==> src/rtl/ddr3_rst_pkg.sv <==
// Shared definitions for the DDR3 clock-domain reset sequencing logic.
package ddr3_rst_pkg;

    localparam int RETRY_W = 4;

    typedef enum logic [2:0] {
        PLL_RST,
        WAIT_LOCK,
        REL_PHY,
        REL_CTRL,
        RUN
    } seq_state_e;

    function automatic int cnt_width(input int max_val);
        return $clog2(max_val) + 1;
    endfunction

endpackage

==> src/rtl/lock_sync.sv <==
// Generic multi-flop synchronizer for a single asynchronous level signal.
module lock_sync #(
    parameter int SYNC_STAGES = 2
) (
    input  logic clk,
    input  logic rst,
    input  logic din,
    output logic dout
);

    logic [SYNC_STAGES-1:0] sync_q;
    logic [SYNC_STAGES-1:0] sync_d;

    always_comb begin
        sync_d = {sync_q[SYNC_STAGES-2:0], din};
    end

    always_ff @(posedge clk) begin
        if (rst) begin
            sync_q <= '0;
        end else begin
            sync_q <= sync_d;
        end
    end

    assign dout = sync_q[SYNC_STAGES-1];

endmodule

==> src/rtl/pll_reset_sequencer.sv <==
// Drives the PLL RESET pin and releases PHY/controller/user resets in order
// once the synchronized PLL lock has been stable.
//
// state     | meaning
// ----------+-----------------------------------------------------------
// PLL_RST   | pll_reset asserted, all domain resets held
// WAIT_LOCK | counting stable lock cycles, retry PLL on timeout
// REL_PHY   | PHY reset released, waiting one stage gap
// REL_CTRL  | controller reset released, waiting one stage gap
// RUN       | all resets released, ready high
module pll_reset_sequencer
    import ddr3_rst_pkg::*;
#(
    parameter int SYNC_STAGES         = 2,
    parameter int PLL_RST_CYCLES      = 16,
    parameter int LOCK_STABLE_CYCLES  = 2048,
    parameter int STAGE_GAP_CYCLES    = 64,
    parameter int LOCK_TIMEOUT_CYCLES = 65536
) (
    input  logic               clk,
    input  logic               rst,
    input  logic               lock,
    output logic               pll_reset,
    output logic               rst_phy,
    output logic               rst_ctrl,
    output logic               rst_user,
    output logic               ready,
    output logic [RETRY_W-1:0] retry_cnt
);

    localparam int TMR_MAX  = (PLL_RST_CYCLES > STAGE_GAP_CYCLES) ? PLL_RST_CYCLES : STAGE_GAP_CYCLES;
    localparam int TMR_W    = cnt_width(TMR_MAX);
    localparam int STABLE_W = cnt_width(LOCK_STABLE_CYCLES);
    localparam int TMO_W    = cnt_width(LOCK_TIMEOUT_CYCLES);

    localparam logic [TMR_W-1:0]    PLL_LOAD   = TMR_W'(PLL_RST_CYCLES - 1);
    localparam logic [TMR_W-1:0]    PLL_START  = TMR_W'(PLL_RST_CYCLES);
    localparam logic [TMR_W-1:0]    GAP_LOAD   = TMR_W'(STAGE_GAP_CYCLES - 1);
    localparam logic [STABLE_W-1:0] STABLE_TC  = STABLE_W'(LOCK_STABLE_CYCLES);
    localparam logic [TMO_W-1:0]    TMO_LAST   = TMO_W'(LOCK_TIMEOUT_CYCLES - 1);

    logic lock_s;

    lock_sync #(.SYNC_STAGES(SYNC_STAGES)) u_lock_sync (
        .clk  (clk),
        .rst  (rst),
        .din  (lock),
        .dout (lock_s)
    );

    seq_state_e          state_q, state_d;
    logic [TMR_W-1:0]    tmr_q, tmr_d;
    logic [STABLE_W-1:0] stable_q, stable_d;
    logic [TMO_W-1:0]    timeout_q, timeout_d;
    logic [RETRY_W-1:0]  retry_q, retry_d;
    logic                pll_reset_q, pll_reset_d;
    logic                rst_phy_q, rst_phy_d;
    logic                rst_ctrl_q, rst_ctrl_d;
    logic                rst_user_q, rst_user_d;
    logic                ready_q, ready_d;

    always_comb begin
        state_d   = state_q;
        tmr_d     = tmr_q;
        stable_d  = '0;
        timeout_d = '0;
        retry_d   = retry_q;

        case (state_q)
            PLL_RST: begin
                if (tmr_q == '0) begin
                    state_d = WAIT_LOCK;
                end else begin
                    tmr_d = tmr_q - TMR_W'(1);
                end
            end
            WAIT_LOCK: begin
                stable_d  = lock_s ? stable_q + STABLE_W'(1) : '0;
                timeout_d = timeout_q + TMO_W'(1);
                if (stable_q == STABLE_TC) begin
                    state_d   = REL_PHY;
                    tmr_d     = GAP_LOAD;
                    stable_d  = '0;
                    timeout_d = '0;
                // Retry period is exactly the pulse plus LOCK_TIMEOUT_CYCLES.
                end else if (timeout_q == TMO_LAST) begin
                    state_d   = PLL_RST;
                    tmr_d     = PLL_LOAD;
                    stable_d  = '0;
                    timeout_d = '0;
                    if (retry_q != '1) begin
                        retry_d = retry_q + RETRY_W'(1);
                    end
                end
            end
            REL_PHY, REL_CTRL: begin
                if (!lock_s) begin
                    state_d = WAIT_LOCK;
                end else if (tmr_q == '0) begin
                    state_d = (state_q == REL_PHY) ? REL_CTRL : RUN;
                    tmr_d   = GAP_LOAD;
                end else begin
                    tmr_d = tmr_q - TMR_W'(1);
                end
            end
            RUN: begin
                if (!lock_s) begin
                    state_d = WAIT_LOCK;
                end
            end
            default: begin
                state_d = PLL_RST;
                tmr_d   = PLL_LOAD;
            end
        endcase

        pll_reset_d = (state_d == PLL_RST);
        rst_phy_d   = !(state_d inside {REL_PHY, REL_CTRL, RUN});
        rst_ctrl_d  = !(state_d inside {REL_CTRL, RUN});
        rst_user_d  = (state_d != RUN);
        ready_d     = (state_d == RUN);
    end

    // The first pulse is timed from the first edge with rst low, hence the longer load.
    always_ff @(posedge clk) begin
        if (rst) begin
            state_q     <= PLL_RST;
            tmr_q       <= PLL_START;
            stable_q    <= '0;
            timeout_q   <= '0;
            retry_q     <= '0;
            pll_reset_q <= 1'b1;
            rst_phy_q   <= 1'b1;
            rst_ctrl_q  <= 1'b1;
            rst_user_q  <= 1'b1;
            ready_q     <= 1'b0;
        end else begin
            state_q     <= state_d;
            tmr_q       <= tmr_d;
            stable_q    <= stable_d;
            timeout_q   <= timeout_d;
            retry_q     <= retry_d;
            pll_reset_q <= pll_reset_d;
            rst_phy_q   <= rst_phy_d;
            rst_ctrl_q  <= rst_ctrl_d;
            rst_user_q  <= rst_user_d;
            ready_q     <= ready_d;
        end
    end

    assign pll_reset = pll_reset_q;
    assign rst_phy   = rst_phy_q;
    assign rst_ctrl  = rst_ctrl_q;
    assign rst_user  = rst_user_q;
    assign ready     = ready_q;
    assign retry_cnt = retry_q;

endmodule

==> config.mk <==
export PLATFORM = sky130hd
export DESIGN_NAME = pll_reset_sequencer
export DESIGN_NICKNAME = d
export VERILOG_FILES = /design/src/rtl/ddr3_rst_pkg.sv /design/src/rtl/lock_sync.sv /design/src/rtl/pll_reset_sequencer.sv
export SDC_FILE = /design/constraint.sdc
export NUM_CORES = 1
export LEC_CHECK = 0
export ABC_AREA = 1
export CAP_MARGIN = 20
export CORE_UTILIZATION = 54
export DETAILED_ROUTE_END_ITERATION = 10
export PLACE_DENSITY = 0.84
export SETUP_SLACK_MARGIN = 0.4
export SLEW_MARGIN = 20
export SYNTH_ARGS = -nofsm -noshare
export SYNTH_HDL_FRONTEND = slang
export SYNTH_SLANG_ARGS = --single-unit
export TNS_END_PERCENT = 20
==> constraint.sdc <==
create_clock -name clk -period 2.5 [get_ports clk]
set_clock_uncertainty 0.15 [all_clocks]
set_input_delay 0.5 -clock clk [delete_from_list [all_inputs] [get_ports clk]]
set_output_delay 0.5 -clock clk [all_outputs]
set_load 0.02 [all_outputs]
; ---- After elaboration in Yosys (flattened, before gate mapping)
; Index checks and enable logic that the tools add are counted.
[classes]
n_mux = 14
shifts = 0
eq_ne = 14
n_reduce_logical = 12
n_div = 0
order_cmp = 0
add_sub_neg = 4
bitwise_logic = 4
mul = 0
[ops]
columns = cell, count
row1 = $mux W7, 5
row2 = $pmux W7 S4, 1
row3 = $mux W3, 7
row4 = $add A17 B1 Y17 const B, 1
row5 = $eq A17 B16 Y1 const B, 1
row6 = $add A12 B1 Y12 const B, 1
row7 = $eq A12 B12 Y1 const B, 1
row8 = $eq A3 B2 Y1 const B, 4
row9 = $pmux W3 S4, 1
row10 = $reduce_and A4 Y1, 2
row11 = $logic_not A7 Y1, 1
row12 = $sub A7 B1 Y7 const B, 1
row13 = $eq A3 B3 Y1 const B, 2
row14 = $logic_not A3 Y1, 2
row15 = $ne A3 B3 Y1 const B, 2
row16 = $reduce_or A5 Y1, 1
row17 = $add A4 B1 Y4 const B, 1
row18 = $ne A4 B4 Y1 const B, 1
row19 = $not A1 Y1, 4
row20 = $reduce_or A4 Y1, 1
row21 = $eq A3 B1 Y1 const B, 1
row22 = $reduce_bool A3 Y1, 1
row23 = $logic_not A1 Y1, 2
row24 = $ne A2 B1 Y1 const B, 1
row25 = 3 further kinds, 3
[totals]
output_inout_bits = 9
mem_bits_ro = 0
latch_bits = 0
ram_bits = 0
regBits = 50
input_bits = 3
wordCells = 59
memories = 0

; ---- Depth between registers and ports, before layout
[logic_depth]
ltp_word = 8
mapped_depth = 16
depth_no_buf = 16

; ---- Cells and area by module
; Synthesis repeated with hierarchy kept, for this count alone.
[unflattened]
hier_cells = 349
area_unflattened_um2 = 2518.7
[modules_own_cells]
columns = mod, area_each_um2, seq_area_each_um2, cells_per_inst, instances
row1 = pll_reset_sequencer, 2463.6, 960.9, 343, 1
row2 = lock_sync, 55.1, 40.0, 6, 1

; ---- Worst setup path after synthesis
; No wires, ideal clock.
[synth_timing]
path_kind = flip-flop to flip-flop
from = register timeout_q[0]
to = register tmr_q[6]
path_buffers = 1
required_ps = 2225
period_less_slack_ps = 2319
arrival_ps = 2043
setup_time_ps = 125
path_stages_with_launch = 16
setup_slack_ps = 181
cell_sequence = dfxtp_1 -> ha_1 -> nand3_2 -> nor2_2 -> nand2_2 -> nor3_1 -> and2_1 -> nand3_1 -> nor2_1 -> ha_1 -> nor2_4 -> nand2_4 -> nand3_4 -> buf_6 -> o21ai_1 -> nor2_2
[synth_between]
elab_chain_len = 3
[synth_rtl]
columns = element, line_no
row1 = "start, declared", pll_reset_sequencer.sv:54  ; logic [TMO_W-1:0] timeout_q, timeout_d;
row2 = "start signal, assigned", pll_reset_sequencer.sv:141  ; timeout_q <= timeout_d;
row3 = $eq A17 B16 Y1, pll_reset_sequencer.sv:86  ; end else if (timeout_q == TMO_LAST) begin
row4 = $ne A3 B3 Y1 (no source line), --
row5 = $reduce_and A4 Y1 (no source line), --
row6 = "end signal, assigned", pll_reset_sequencer.sv:139  ; tmr_q <= tmr_d;
row7 = "end, declared", pll_reset_sequencer.sv:52  ; logic [TMR_W-1:0] tmr_q, tmr_d;
; No other way between the ends.
; A chain may end at the register's enable or synchronous reset.

; ---- Final worst setup path
[layout_timing]
from = register timeout_q[1]
to = register tmr_q[1]
; Same word-level chain as after synthesis.

==> flow_metrics.tcl <==
set metrics [dict create \
    synthTopCellsByArea "dfxtp_1 40%, nand2_1 9.5%, nor2_1 6.7%" \
    power_frac_seq_pct 48.3 \
    avgViaCountPerCell 5.14 \
    cts_sinks 50 \
    drive_above_1_share_pct 22.8 \
    synth.most_common_cell "nand2_1" \
    antenna_found_initial 0 \
    clkTransAtPathRegs_ns 0.09 \
    grt-ovfl-total 0 \
    hold_viol_final 0 \
    critPathCaptureType "flip-flop" \
    synthCells 345 \
    wl_per_cell_um 11.2 \
    drt_wl_total_mm 4.75 \
    grt_use_met1_pct 23.7 \
    track_usage_pct 20.0 \
    syn_nets 354 \
    utilization_pct 66.4 \
    crit_type "flip-flop to flip-flop" \
    postRouteAntennaNets 0 \
    drc 0 \
    diodes 0 \
    worstHoldPathType "flip-flop to flip-flop" \
    num-nets-final 380 \
    gr-usage-met2_pct 33.2 \
    cp_data_required_time_ns 2.55 \
    gp_congestion 0.813 \
    clock_path_buffers 2 \
    p_int_mw 1.23 \
    clkPwrFrac_pct 25.2 \
    report.final.slew_viol_count 0 \
    place_hpwl_mm 3.16 \
    whs_ns 0.262 \
    met3_usage_pct 5.34 \
    postCtsHoldBufs 0 \
    cp-start-kind "flip-flop" \
    power.density_nw_per_um2 633 \
    start_util_pct 57.3 \
    slew-limit-headroom_pct 75.1 \
    setup_viol 0 \
    comb_power_share_pct 26.6 \
    outcome "complete, no violations" \
    fin_tns_setup_ns 0 \
    fmax_ghz 0.428 \
    tightest_slew_ns 0.372 \
    grt_pass1_vias 1999 \
    cts_tree "built" \
    avgSynthCellArea_sq_um 7.33 \
    grt_setup_unrepaired "yes" \
    areaGrowthSynthToFinish_pct 15.8 \
    drt_iter0_drc 182 \
    dieHeight_um 70.4 \
    synth_top_area_share_pct 39.6 \
    seq_area_frac_synth_pct 39.6 \
    synth_cell_types 32 \
    place_ws_ns 0.175 \
    leakage_nw 1.17 \
    dieArea_sq_um 4960 \
    top_level_ports 12 \
    coreArea_sq_um 4410 \
    ctsHtreeMaxLevel 2 \
    synthArstFlopShare_pct 0 \
    cts_buffers 5 \
    grt_max_degree 17 \
    top_usage_layer "met2" \
    ir_worst_vdd_mv 0.389 \
    cts_root_buf "clkbuf_8" \
    insertion_delay_ns 0.31 \
    drv_cap 0 \
    yosysWarnings 0 \
    arrival_ns 2.39 \
    period_needed_ns 2.34 \
    synth-seq-cells 50 \
    synth_edf_count 0 \
    swShare_pct 33.3 \
    grt_pass1_wl_mm 8.01 \
    synth_area_sq_um 2530 \
    fp.dieW_um 70.4 \
    rows 24 \
    fin_ws_ns 0.162 \
    ys.flop_type "dfxtp_1" \
    synth_commonest_cells "64 x nand2_1, 50 x dfxtp_1, 45 x nor2_1, 40 x inv_1, 18 x nand3_1" \
    port-buffer-count 11 \
    critPathMaxFanout 7 \
    yosysTopAreaCell "dfxtp_1" \
    dr.pass1.iters 4 \
    min_period_over_period_pct 93.5 \
    via_count 2181 \
    switching_power_mw 0.618 \
]
==> power groups by stage <==
stage          Clock (mW)  Sequential, mW  Combinational (mW)
2_1_floorplan           0           0.905               0.374
3_3_place_gp            0           0.909               0.423
3_5_place_dp            0           0.912               0.433
4_1_cts             0.481           0.893               0.455
5_1_grt             0.515           0.901               0.551
6_report            0.466           0.894               0.492
==> kinds of logic after synthesis <==
logic type,after synthesis,share of synthesized area (%)
compound gates,39,8.41
xor+xnor,7,2.42
fa+ha+maj,6,2.97
buf+inv,58,9.50
flops,50,39.6
simple gates,185,37.1
==> stage by stage <==
| step | cell area [sq um] | std cells | power (mW) |
|---|---|---|---|
| finish | 2930 | 424 | 1.85 |
| global placement | 2710 | 405 | 1.33 |
| global route | 2930 | 424 | 1.97 |
| detailed placement | 2710 | 405 | 1.35 |
| floorplan | 2570 | 345 | 1.28 |
| CTS | 2880 | 421 | 1.83 |
==> what timing repair did <==
item	CTS	global route
buffers inserted	7	3
setup endpoints to repair	41	43
pin swaps	3	3
cloned	1	0
endpoints found under the hold margin	0	0
gates resized for setup	7	7
==> layer usage <==
layer / vias to the layer above / share of wire [%] / wire length, um
met5: - / 0 / 0
met3: 6 / 4.4 / 207
met4: 0 / 1.4 / 65
met2: 39 / 49 / 2350
met1: 996 / 45 / 2130
li1: 1140 / - / -
==> cells in the final DEF (no fill, tap or decap), drive strengths merged <==
master	count
a21oi	18
a31oi	3
and2	2
buf	11
clkbuf	5
clkdlybuf4s50	11
clkinv	2
clkinvlp	1
dfxtp	50
ha	6
inv	54
nand2	74
nand3	25
nand4	6
nor2	59
nor3	11
nor3b	4
o211ai	1
o21ai	17
or2	5
xor2	7
==> critical path, stage by stage, from the launching register on <==
cell	delay [ns]
dfxtp_2	0.36
ha_4	0.15
nand3_4	0.09
nor2_4	0.10
nand2_2	0.07
nor3_2	0.14
and2_1	0.18
nand3_1	0.08
nor2_1	0.11
ha_2	0.21
nor2_4	0.05
nand2_4	0.11
nand3_4	0.14
nor3b_2	0.21
nor2_1	0.07
==> path summary, 6_finish.rpt <==
| path | endpoint | cells after the start | startpoint | slack (ns) |
|---|---|---|---|---|
| max | tmr_q[1]$_SDFFE_PP0P_ | 14 | timeout_q[1]$_SDFF_PP0_ | 0.16 |
| min reg2reg | u_lock_sync.sync_q[1]$_SDFF_PP0_ | 2 | u_lock_sync.sync_q[0]$_SDFF_PP0_ | 0.26 |
| min | u_lock_sync.sync_q[1]$_SDFF_PP0_ | 2 | u_lock_sync.sync_q[0]$_SDFF_PP0_ | 0.26 |
| max reg2reg | tmr_q[1]$_SDFFE_PP0P_ | 14 | timeout_q[1]$_SDFF_PP0_ | 0.16 |
==> area by class of cell <==
class | count | area, sq um
sequential | 50 | 1010
multi-input combinational | 238 | 1370
timing repair buffer | 22 | 193
fill | 369 | 1490
clock inverter | 3 | 21.3
inverter | 54 | 208
clock buffer | 5 | 68.8
tap | 52 | 65.1
==> sequential cells by signal, summed over array words and instances, names as in the netlist <==
signal and count:
state_q 3, rst_ctrl 1, u_lock_sync.sync_q 2, stable_q 12, tmr_q 7, retry_cnt 4
timeout_q 17, rst_user 1, ready 1, rst_phy 1, pll_reset 1
(Power assumes the default switching activity.)
